===== src/rtl/k_alu_pkg.sv =====
// Shared ALU definitions: control codes understood by K_ALU and a legality check
// that the decode control also reuses.
package k_alu_pkg;

   localparam logic [3:0] ALU_AND = 4'b0000;
   localparam logic [3:0] ALU_OR  = 4'b0001;
   localparam logic [3:0] ALU_ADD = 4'b0010;
   localparam logic [3:0] ALU_SUB = 4'b0110;
   localparam logic [3:0] ALU_SLT = 4'b0111;
   localparam logic [3:0] ALU_SLL = 4'b1000;

   // True for every control code K_ALU actually implements.
   function automatic logic is_legal_op(input logic [3:0] op);
      logic legal;
      case (op)
         ALU_AND, ALU_OR, ALU_ADD, ALU_SUB, ALU_SLT, ALU_SLL: legal = 1'b1;
         default:                                            legal = 1'b0;
      endcase
      return legal;
   endfunction

endpackage


===== src/rtl/k_alu_arbiter_if.sv =====
// Requester/consumer bundle of the shared ALU arbiter. Per-requester fields are
// packed side by side; requester i owns slice [width*i +: width].
interface k_alu_arbiter_if #(
   parameter int NREQ = 2,
   parameter int IDW  = (NREQ > 1) ? $clog2(NREQ) : 1
);

   logic [NREQ-1:0]    K_req;
   logic [4*NREQ-1:0]  K_op;
   logic [32*NREQ-1:0] K_a;
   logic [32*NREQ-1:0] K_b;
   logic [5*NREQ-1:0]  K_shamt;
   logic [NREQ-1:0]    K_gnt;
   logic               K_resp_valid;
   logic               K_resp_ready;
   logic [IDW-1:0]     K_resp_id;
   logic [31:0]        K_resp_result;
   logic               K_resp_zero;
   logic               K_resp_err;

   modport master (
      output K_req, K_op, K_a, K_b, K_shamt, K_resp_ready,
      input  K_gnt, K_resp_valid, K_resp_id, K_resp_result, K_resp_zero, K_resp_err
   );

   modport slave (
      input  K_req, K_op, K_a, K_b, K_shamt, K_resp_ready,
      output K_gnt, K_resp_valid, K_resp_id, K_resp_result, K_resp_zero, K_resp_err
   );

endinterface


===== src/rtl/k_alu.sv =====
// Shared 32-bit ALU. Purely combinational; the arbiter decides when its
// inputs change and when its result is captured.
module k_alu
   import k_alu_pkg::*;
#(
   parameter int W = 32
) (
   input  logic [3:0]   K_ALU_control,
   input  logic [W-1:0] K_in1,
   input  logic [W-1:0] K_in2,
   input  logic [4:0]   shamt,
   output logic [W-1:0] K_result,
   output logic         K_zero
);

   // Evaluate the selected operation; SLT compares unsigned, SLL shifts operand 2.
   always_comb begin
      K_result = '0;
      case (K_ALU_control)
         ALU_AND: K_result = K_in1 & K_in2;
         ALU_OR:  K_result = K_in1 | K_in2;
         ALU_ADD: K_result = K_in1 + K_in2;
         ALU_SUB: K_result = K_in1 - K_in2;
         ALU_SLT: K_result = {{(W-1){1'b0}}, (K_in1 < K_in2)};
         ALU_SLL: K_result = K_in2 << shamt;
         default: K_result = '0;
      endcase
      K_zero = (K_result == '0);
   end

endmodule


===== src/rtl/k_rr_arbiter.sv =====
// Round-robin arbiter: grants the first request at or after the pointer,
// wrapping cyclically, and moves the pointer past the winner once the grant is used.
module k_rr_arbiter #(
   parameter int NREQ = 2,
   parameter int IDW  = 1
) (
   input  logic            clk,
   input  logic            reset,
   input  logic [NREQ-1:0] req,
   input  logic            enable,
   input  logic            advance,
   output logic [NREQ-1:0] gnt,
   output logic [IDW-1:0]  gnt_idx
);

   logic [IDW-1:0] ptr_q;

   // Scan requesters starting at the pointer and pick the first one asking.
   always_comb begin
      int  idx;
      logic found;
      gnt     = '0;
      gnt_idx = '0;
      found   = 1'b0;
      idx     = 0;
      for (int k = 0; k < NREQ; k++) begin
         idx = int'(ptr_q) + k;
         if (idx >= NREQ) idx = idx - NREQ;
         if (enable && !found && req[idx]) begin
            gnt[idx] = 1'b1;
            gnt_idx  = IDW'(idx);
            found    = 1'b1;
         end
      end
   end

   // After a used grant, the winner becomes lowest priority next time.
   always_ff @(posedge clk) begin
      if (reset) begin
         ptr_q <= '0;
      end else if (advance) begin
         if (gnt_idx == IDW'(NREQ - 1)) ptr_q <= '0;
         else                           ptr_q <= gnt_idx + IDW'(1);
      end
   end

endmodule


===== src/rtl/k_alu_arbiter.sv =====
// Shares the single K_ALU between NREQ requesters: round-robin grant, one issue
// per cycle, tagged response one cycle later with ready/valid backpressure.
module k_alu_arbiter
   import k_alu_pkg::*;
#(
   parameter int NREQ = 2,
   parameter int W    = 32
) (
   input  logic            K_clk,
   input  logic            K_reset,
   k_alu_arbiter_if.slave  bus
);

   localparam int IDW = (NREQ > 1) ? $clog2(NREQ) : 1;

   logic [NREQ-1:0] gnt;
   logic [IDW-1:0]  gnt_idx;
   logic            stage_free;
   logic            arb_enable;
   logic            issue;
   logic            issue_legal;

   logic [3:0]      sel_op;
   logic [W-1:0]    sel_a;
   logic [W-1:0]    sel_b;
   logic [4:0]      sel_shamt;

   logic [3:0]      alu_ctrl, ctrl_q;
   logic [W-1:0]    alu_in1, in1_q;
   logic [W-1:0]    alu_in2, in2_q;
   logic [4:0]      alu_shamt, shamt_q;
   logic [W-1:0]    alu_result;
   logic            alu_zero;

   logic            valid_q;
   logic [IDW-1:0]  id_q;
   logic [W-1:0]    result_q;
   logic            zero_q;
   logic            err_q;

   assign stage_free  = !valid_q || bus.K_resp_ready;
   assign arb_enable  = stage_free && !K_reset;
   assign issue       = |gnt;
   assign issue_legal = issue && is_legal_op(sel_op);

   k_rr_arbiter #(
      .NREQ (NREQ),
      .IDW  (IDW)
   ) u_rr (
      .clk     (K_clk),
      .reset   (K_reset),
      .req     (bus.K_req),
      .enable  (arb_enable),
      .advance (issue),
      .gnt     (gnt),
      .gnt_idx (gnt_idx)
   );

   // Pull the granted requester's fields out of the packed buses (grant is one-hot).
   always_comb begin
      sel_op    = '0;
      sel_a     = '0;
      sel_b     = '0;
      sel_shamt = '0;
      for (int i = 0; i < NREQ; i++) begin
         if (gnt[i]) begin
            sel_op    = sel_op    | bus.K_op[4*i +: 4];
            sel_a     = sel_a     | bus.K_a[32*i +: 32];
            sel_b     = sel_b     | bus.K_b[32*i +: 32];
            sel_shamt = sel_shamt | bus.K_shamt[5*i +: 5];
         end
      end
   end

   // ALU sees fresh operands only on a legal issue; SLL routes shamt into operand 1
   // so a shamt-only change still alters an evaluated input.
   always_comb begin
      alu_ctrl  = ctrl_q;
      alu_in1   = in1_q;
      alu_in2   = in2_q;
      alu_shamt = shamt_q;
      if (issue_legal) begin
         alu_ctrl  = sel_op;
         alu_in1   = (sel_op == ALU_SLL) ? {{(W-5){1'b0}}, sel_shamt} : sel_a;
         alu_in2   = sel_b;
         alu_shamt = sel_shamt;
      end
   end

   // Remember the last operands so idle cycles leave the ALU inputs untouched.
   always_ff @(posedge K_clk) begin
      if (K_reset) begin
         ctrl_q  <= '0;
         in1_q   <= '0;
         in2_q   <= '0;
         shamt_q <= '0;
      end else if (issue_legal) begin
         ctrl_q  <= alu_ctrl;
         in1_q   <= alu_in1;
         in2_q   <= alu_in2;
         shamt_q <= alu_shamt;
      end
   end

   k_alu #(
      .W (W)
   ) K_ALU (
      .K_ALU_control (alu_ctrl),
      .K_in1         (alu_in1),
      .K_in2         (alu_in2),
      .shamt         (alu_shamt),
      .K_result      (alu_result),
      .K_zero        (alu_zero)
   );

   // Response stage: load on issue, drop valid on consume, hold everything under backpressure.
   always_ff @(posedge K_clk) begin
      if (K_reset) begin
         valid_q  <= 1'b0;
         id_q     <= '0;
         result_q <= '0;
         zero_q   <= 1'b0;
         err_q    <= 1'b0;
      end else if (issue) begin
         valid_q  <= 1'b1;
         id_q     <= gnt_idx;
         err_q    <= !issue_legal;
         result_q <= issue_legal ? alu_result : '0;
         zero_q   <= issue_legal && alu_zero;
      end else if (valid_q && bus.K_resp_ready) begin
         valid_q  <= 1'b0;
      end
   end

   assign bus.K_gnt         = gnt;
   assign bus.K_resp_valid  = valid_q;
   assign bus.K_resp_id     = id_q;
   assign bus.K_resp_result = result_q;
   assign bus.K_resp_zero   = zero_q;
   assign bus.K_resp_err    = err_q;

endmodule


===== src/flat_wrapper.sv =====
// flat-port wrapper written by rule: the top's interface ports become plain ports
module k_alu_arbiter_flat import k_alu_pkg::*;
#(
   parameter int NREQ = 2,
   parameter int W    = 32
)
  (K_clk, K_reset, bus_K_req, bus_K_op, bus_K_a, bus_K_b, bus_K_shamt, bus_K_resp_ready, bus_K_gnt, bus_K_resp_valid, bus_K_resp_id, bus_K_resp_result, bus_K_resp_zero, bus_K_resp_err);
  k_alu_arbiter_if #(.NREQ(NREQ)) bus_i ();
  input  logic K_clk;
  input  logic K_reset;
  input wire logic [$bits(bus_i.K_req)-1:0] bus_K_req;
  input wire logic [$bits(bus_i.K_op)-1:0] bus_K_op;
  input wire logic [$bits(bus_i.K_a)-1:0] bus_K_a;
  input wire logic [$bits(bus_i.K_b)-1:0] bus_K_b;
  input wire logic [$bits(bus_i.K_shamt)-1:0] bus_K_shamt;
  input wire logic [$bits(bus_i.K_resp_ready)-1:0] bus_K_resp_ready;
  output wire logic [$bits(bus_i.K_gnt)-1:0] bus_K_gnt;
  output wire logic [$bits(bus_i.K_resp_valid)-1:0] bus_K_resp_valid;
  output wire logic [$bits(bus_i.K_resp_id)-1:0] bus_K_resp_id;
  output wire logic [$bits(bus_i.K_resp_result)-1:0] bus_K_resp_result;
  output wire logic [$bits(bus_i.K_resp_zero)-1:0] bus_K_resp_zero;
  output wire logic [$bits(bus_i.K_resp_err)-1:0] bus_K_resp_err;
  assign bus_i.K_req = bus_K_req;
  assign bus_i.K_op = bus_K_op;
  assign bus_i.K_a = bus_K_a;
  assign bus_i.K_b = bus_K_b;
  assign bus_i.K_shamt = bus_K_shamt;
  assign bus_i.K_resp_ready = bus_K_resp_ready;
  assign bus_K_gnt = bus_i.K_gnt;
  assign bus_K_resp_valid = bus_i.K_resp_valid;
  assign bus_K_resp_id = bus_i.K_resp_id;
  assign bus_K_resp_result = bus_i.K_resp_result;
  assign bus_K_resp_zero = bus_i.K_resp_zero;
  assign bus_K_resp_err = bus_i.K_resp_err;
  k_alu_arbiter #(.NREQ(NREQ), .W(W)) u_core (.K_clk(K_clk), .K_reset(K_reset), .bus(bus_i));
endmodule

===== config.mk =====
export PLATFORM = sky130hd
export DESIGN_NAME = k_alu_arbiter_flat
export DESIGN_NICKNAME = d
export VERILOG_FILES = /design/src/rtl/k_alu_pkg.sv /design/src/rtl/k_alu_arbiter_if.sv /design/src/rtl/k_alu.sv /design/src/rtl/k_rr_arbiter.sv /design/src/rtl/k_alu_arbiter.sv /design/src/flat_wrapper.sv
export SDC_FILE = /design/constraint.sdc
export NUM_CORES = 1
export LEC_CHECK = 0
export ABC_AREA = 1
export ABC_CLOCK_PERIOD_IN_PS = 7700
export BUFFER_PORTS_ARGS = -buffer_cell sky130_fd_sc_hd__buf_2
export CAP_MARGIN = 40
export CORE_MARGIN = 5
export CORE_UTILIZATION = 62
export CTS_CLUSTER_DIAMETER = 100
export DETAILED_ROUTE_END_ITERATION = 10
export GPL_ROUTABILITY_DRIVEN = 0
export PLACE_DENSITY = 0.86
export SETUP_SLACK_MARGIN = 0.15
export SLEW_MARGIN = 20
export SYNTH_ARGS = -nofsm -noshare
export SYNTH_HDL_FRONTEND = slang
export SYNTH_SLANG_ARGS = --single-unit

===== constraint.sdc =====
create_clock -name K_clk -period 7.7 [get_ports K_clk]
set_input_delay 0.77 -clock K_clk [delete_from_list [all_inputs] [get_ports K_clk]]
set_output_delay 0.77 -clock K_clk [all_outputs]
set_load 0.02 [all_outputs]

; Word-level counts from Yosys, hierarchy flattened
; Cells that the tools add are included.
[op_classes]
n_reduce_logical = 20
mux = 36
n_bitwise = 7
n_eq_ne = 10
shift = 1
magnitude_cmp = 7
addsub = 6
[ops]
columns = cell, count
row1 = 32-bit two-way mux, 10
row2 = 32-bit one-hot mux with 6 select lines, 1
row3 = 32-bit bitwise OR, 3
row4 = 32-bit by 1-bit greater-or-equal comparator with 1-bit output (second input constant), 2
row5 = 32-bit by 3-bit < comparator with 1-bit output (second input constant), 2
row6 = 32-bit adder, 1
row7 = 32-bit bitwise AND, 1
row8 = 32-bit logical NOT, 1
row9 = 32-bit < comparator, 1
row10 = 32-bit by 5-bit left shift with 32-bit output, 1
row11 = 32-bit subtractor, 1
row12 = 4-bit by 3-bit == test with 1-bit output (second input constant), 4
row13 = 1-bit two-way mux, 15
row14 = 5-bit two-way mux, 3
row15 = 4-bit two-way mux, 3
row16 = 1-bit logical AND, 9
row17 = 4-bit by 1-bit == test with 1-bit output (second input constant), 2
row18 = 4-bit by 2-bit == test with 1-bit output (second input constant), 2
row19 = 4-bit == test (second input constant), 2
row20 = 4-bit logical NOT, 2
row21 = 6-bit OR reduction, 1
row22 = 5-bit bitwise OR, 1
row23 = 1-bit logical NOT, 4
row24 = 2-bit two-way mux, 2
row25 = 12 further kinds, 13
[totals]
word_cells = 97
register_bits = 110

; Depth between registers and ports, before layout
[logic_depth]
depth_word = 23
ltp_mapped = 38
mapped_depth_nobuf = 37

; By module
; From an unflattened synthesis, not the netlist that was laid out.
[hier_totals]
hier_cells = 2693
hier_area_um2 = 14448.9
[modules_own_cells]
columns = mod, instances, area_per_inst_um2, seq_area_each_um2, cells_each
row1 = k_alu, 1, 8365.5, 0.0, 1685
row2 = k_alu_arbiter, 1, 5984.5, 2182.1, 990
row3 = k_rr_arbiter, 1, 98.8, 20.0, 18

; Worst setup path after synthesis
; OpenSTA, ideal clock, no wires.
[synth_path]
kind = in2reg
start = in bus_K_resp_ready
end = reg u_core.zero_q, in the netlist u_core.bus.K_resp_zero
setup_ns = 0.071
n_path_buf = 4
cell_stages = 28
t_arrival_ns = 5.019
setup_slack_ns = 2.611
cell_sequence = inv_1 -> a21oi_2 -> nand2_2 -> clkinv_1 -> clkbuf_1 -> clkbuf_1 -> buf_1 -> a22oi_1 -> o31ai_1 -> o21ai_0 -> inv_1 -> ha_1 -> clkbuf_1 -> nor2_1 -> nand2_1 -> o21ai_0 -> a21oi_1 -> o21ai_0 -> a21boi_0 -> o21ai_0 -> a21oi_1 -> nor2_1 -> nand2_1 -> nor2_1 -> nand2_1 -> nor2_1 -> nand4_1 -> a21oi_1
[synth_via]
word_cells_on_any_way = 52
[synth_rtl]
columns = item, line_no
row1 = "start, declared", flat_wrapper.sv:16  ; input wire logic [$bits(bus_i.K_resp_ready)-1:0] bus_K_resp_ready;
row2 = 1-bit logical OR (*), k_alu_arbiter.sv:41  ; assign stage_free = !valid_q || bus.K_resp_ready;
row3 = 1-bit logical AND (*), k_alu_arbiter.sv:42  ; assign arb_enable = stage_free && !K_reset;
row4 = 1-bit logical AND, k_rr_arbiter.sv:29  ; if (enable && !found && req[idx]) begin
row5 = 1-bit two-way mux, k_rr_arbiter.sv:29
row6 = 1-bit logical NOT, k_rr_arbiter.sv:29
row7 = 1-bit logical AND (2 in series), k_rr_arbiter.sv:29
row8 = 2-bit two-way mux (*), k_rr_arbiter.sv:29
row9 = via bus_K_gnt[1], flat_wrapper.sv:17  ; output wire logic [$bits(bus_i.K_gnt)-1:0] bus_K_gnt;
row10 = (+3 left out), -
row11 = 1-bit two-way mux, k_alu_pkg.sv:15  ; case (op)
row12 = 1-bit logical AND, k_alu_arbiter.sv:44  ; assign issue_legal = issue && is_legal_op(sel_op);
row13 = 32-bit two-way mux (*), k_alu_arbiter.sv:82  ; if (issue_legal) begin
row14 = via u_core.K_ALU.K_in1[10], k_alu.sv:9  ; input logic [W-1:0] K_in1,
row15 = 32-bit subtractor (tied with other cells), k_alu.sv:23  ; ALU_SUB: K_result = K_in1 - K_in2;
row16 = 32-bit one-hot mux with 6 select lines (*), k_alu.sv:19  ; case (K_ALU_control)
row17 = 32-bit logical NOT (*), k_alu.sv:28  ; K_zero = (K_result == '0);
row18 = 1-bit logical AND (*), k_alu_arbiter.sv:129  ; zero_q <= issue_legal && alu_zero;
row19 = "end signal, assigned", k_alu_arbiter.sv:129
row20 = "end, declared", k_alu_arbiter.sv:38  ; logic zero_q;
; Mark *: on every way through the listed nets, which the timed path passes. The rest lies on a longest branch.
; A chain may end at the register's enable or synchronous reset.

; Worst setup path after layout
[layout_path]
start = in K_reset
end = reg u_core.zero_q, in the netlist u_core.bus.K_resp_zero
[layout_via]
elab_chain_len = 20
word_cells_on_any_way = 52
[layout_rtl]
columns = item, line_no
row1 = "start, declared", flat_wrapper.sv:10  ; input logic K_reset;
row2 = 1-bit logical NOT (*), k_alu_arbiter.sv:42
row3 = 1-bit logical AND (*), k_alu_arbiter.sv:42
row4 = 1-bit logical AND, k_rr_arbiter.sv:29
row5 = 1-bit two-way mux, k_rr_arbiter.sv:29
row6 = 1-bit logical NOT, k_rr_arbiter.sv:29
row7 = 1-bit logical AND (2 in series), k_rr_arbiter.sv:29
row8 = 2-bit two-way mux (*), k_rr_arbiter.sv:29
row9 = 4-bit two-way mux, k_alu_arbiter.sv:66  ; if (gnt[i]) begin
row10 = (+4 left out), -
row11 = 1-bit two-way mux, k_alu_pkg.sv:15
row12 = 1-bit logical AND, k_alu_arbiter.sv:44
row13 = 32-bit two-way mux (*), k_alu_arbiter.sv:82
row14 = via u_core.K_ALU.K_in1[3], k_alu.sv:9
row15 = 32-bit subtractor (tied with other cells), k_alu.sv:23
row16 = 32-bit one-hot mux with 6 select lines (*), k_alu.sv:19
row17 = 32-bit logical NOT (*), k_alu.sv:28
row18 = 1-bit logical AND (*), k_alu_arbiter.sv:129
; Marks and branches as above.

==> impl_metrics.ini <==
[status]
status = complete, but fails checks
failed_checks = DRC

[synthesis]
netlist_area_um2 = 12600
synth-async-reset-ratio_pct = 0
ys_top_cells_by_area = sky130_fd_sc_hd__dfxtp_1, sky130_fd_sc_hd__nand2_1, sky130_fd_sc_hd__ha_1, sky130_fd_sc_hd__nand3_1, sky130_fd_sc_hd__inv_1
synth_xor_area_share_pct = 3.07
number_of_flops_mapped_to_enable_cells_by_yosys = 0
syn-num-nets = 2366
synth_top_area_share_pct = 17.5
compound_gate_portion_of_the_synthesized_area_pct = 19.8
yosys_reg_bits = 110
yosys_warnings = 0
dominant_combinational_cell_family_by_area_after_synthesis = simple AND/OR/NAND/NOR gates
post-synth-top-area-cell = sky130_fd_sc_hd__dfxtp_1
yosys.area_share.adder_pct = 9.98
yosysUniqueCellTypes = 54
yosysMostFrequentCell = sky130_fd_sc_hd__nand2_1
postSynthCellCount = 2116
ys_dominant_reg_cell = sky130_fd_sc_hd__dfxtp_1
ys_seq_area_share_pct = 17.5
most_used_standard_cells_in_the_synthesized_netlist = sky130_fd_sc_hd__nand2_1, sky130_fd_sc_hd__inv_1, sky130_fd_sc_hd__nand3_1
synthSimpleGateAreaFrac_pct = 37.3
post_synthesis_mux_area_share_pct = 0
syn-mean-instance-area_um2 = 5.94

[clocking]
numClockSinks = 110
post_cts_resize_count = 0
ctsHtreeMaxLevel = 3
cts_tree = done
cts_made_buffers = 9
cts-root-buf = sky130_fd_sc_hd__clkbuf_16
worst_skew_pair.late_latency_ns = 0.37
max-clock-path-buffers = 2
path_clk_slew_ns = 0.09
hold_buffer_count_at_cts = 0
cts_setup_buffers = 0

[routing]
ant_nets = 0
total_vias_in_the_final_route = 15523
routed_via_density = 6.22
first_iter_violations = 2707
drc = 11
route.detailed.wl_per_inst_um = 19.1
totalWireLength_um = 47700
firstDrtPassIters = 11

[floorplan]
die_height_um = 152
dieWidth_um = 152
core_um2 = 20100
i_o_pin_cnt = 189
floorplan.initialDensity_pct = 62.5
die_area_um2 = 23200
rows = 52

[cells_and_area]
layout.core_utilization_pct = 68.7
finalNetCount = 2470
finish.cell_count_without_fillers = 2495
final_layout_size_suffix_gt1_share_pct = 13.6
antenna_cells_inserted = 0
area_growth_from_synthesis_to_layout_pct = 9.83

[min_path]
worstHoldPathCells = 2
hold_path_end = u_core.bus.K_resp_result[23]
min_path_type = reg -> reg
worst_hold_startpoint = u_core.bus.K_resp_result[23]

[flow_run]
drv.max_cap_violation_count = 0

[timing]
final.setup_skew_ns = 0.0135
pins_over_slew_limit = 0
final_hold_slack_ns = 0.465
final_number_of_hold_violating_endpoints = 0
final.period_utilization_pct = 93.4
setup_total_negative_slack_ns = 0
grt_setup_unrepaired = no
setup_viol_count_final = 0
slew_headroom_pct = 42.8
timing.fmax_mhz = 139
tightestPinTransition_ns = 0.855
finalWorstPathRequiredPeriod_ns = 7.19

[pwr]
p_leak_nw = 7.26
vdd_ir_max_mv = 0.133
p_per_area_nw_per_um2 = 216

[critical_path]
crit_path_end_kind = flip-flop
timing.critical_path.mode_cell = sky130_fd_sc_hd__nand2_1
capture_point_of_the_worst_reg_to_reg_path = u_core.bus.K_resp_zero
timing.critical_path.arrival_ns = 7.49
worst_ep_required_ns = 8.00
critPathLaunch = K_reset
cell_depth_of_the_worst_flop_to_flop_path = 36
timing.critical_path.slowest_stage_cell = sky130_fd_sc_hd__o211ai_1
timing.critical_path.slowest_cell_delay_ns = 0.50
crit_type = in -> reg
worst-r2r-setup-slack_ns = 0.88
setup.worst_path.start_class = input pin
critical_r2r_launch = u_core.bus.K_resp_valid
critPathMaxFanout = 38

[placement]
placed_cells = 2477
hpwlAfterDp_um = 36300
port-buffer-count = 188

[grt]
wire_length_of_the_first_global_routing_pass_um = 74000
grt_pass1_vias = 14232
antenna_found_initial = 0
grt_start_max_net_pins = 74
gr-total-overflow = 0
globalRouteTotalUtil_pct = 38.9
==> flip-flops by register name, summed over array words and instances, names as in the netlist <==
register / count
u_core.bus.K_resp_id: 1
u_core.bus.K_resp_err: 1
u_core.bus.K_resp_valid: 1
u_core.in2_q: 32
u_core.u_rr.ptr_q: 1
u_core.bus.K_resp_zero: 1
u_core.shamt_q: 5
u_core.in1_q: 32
u_core.ctrl_q: 4
u_core.bus.K_resp_result: 32
==> power by group <==
group          switching, mW  internal, mW  leakage, nW
Sequential            0.0157         0.614        0.898
Combinational           1.31         0.555         6.22
Clock                  0.251         0.235        0.139
==> worst max-delay path, delay by kind of cell <==
kind	cells	cell delay [ns]
buf+inv	6	1.44
simple gates	23	3.27
compound gates	7	1.67
fa+ha+maj	1	0.32
==> layout by cell type, fill, tap and decap left out, drive strengths merged <==
master | synthesis | final
a21o | 6 | 6
o21ai | 131 | 131
inv | 256 | 260
a21boi | 9 | 9
clkinvlp | 0 | 2
o221a | 1 | 1
nand3 | 223 | 223
o221ai | 2 | 2
ha | 97 | 97
xor2 | 44 | 44
o31ai | 22 | 22
nor4 | 6 | 6
o21a | 14 | 14
clkinv | 4 | 4
or2 | 12 | 12
a31oi | 4 | 4
nand4 | 43 | 43
nor2 | 234 | 234
o311ai | 3 | 3
clkbuf | 61 | 10
o211ai | 10 | 10
a22o | 10 | 10
a21oi | 129 | 129
a31o | 1 | 1
a22oi | 37 | 37
nor3b | 1 | 1
dfxtp | 110 | 110
a221oi | 3 | 3
nand3b | 4 | 4
and3 | 1 | 1
a2bb2oi | 2 | 2
fa | 2 | 2
nand2 | 544 | 544
o21bai | 4 | 4
a211oi | 1 | 1
o22ai | 15 | 15
nor3 | 13 | 13
buf | 57 | 211
==> kinds of logic after synthesis <==
family                   Yosys count
adder cells (fa/ha/maj)           99
AND/OR/NAND/NOR                 1081
AO/OA/AOI/OAI                    404
flip-flops                       110
buffers and inverters            378
XOR/XNOR                          44
==> worst max path at each step <==
stage | slack (ns) | to
3_5_place_dp | 0.38 | u_core.bus.K_resp_zero
6_report | 0.51 | u_core.bus.K_resp_zero
2_1_floorplan | 2.61 | u_core.bus.K_resp_zero
3_3_place_gp | 0.56 | u_core.bus.K_resp_zero
5_1_grt | 0.20 | u_core.bus.K_resp_zero
4_1_cts | 0.75 | u_core.bus.K_resp_zero
==> through the flow <==
step	power (mW)	setup slack, ns	cell area (µm²)
6_report	2.98	0.506	13800
5_1_grt	3.15	0.198	13800
4_1_cts	2.87	0.747	13800
3_5_place_dp	2.39	0.375	13500
3_3_place_gp	2.35	0.562	13400
2_1_floorplan	1.93	2.61	12600
==> routing by layer <==
layer  routed length [µm]  track usage (%)
met1                17200             48.4
met2                19400             58.4
met3                 7200             12.7
met4                 3860             23.7
met5                    0                0
==> layout make-up <==
class,instances,area (µm²)
clock buffer,10,239
clock inverter,6,51.3
fill,1805,6300
inverter,260,978
multi-input combinational,1628,8810
sequential,110,2200
tap,270,338
timing repair buffer,211,1190
Power figures use the tool's default switching activity.
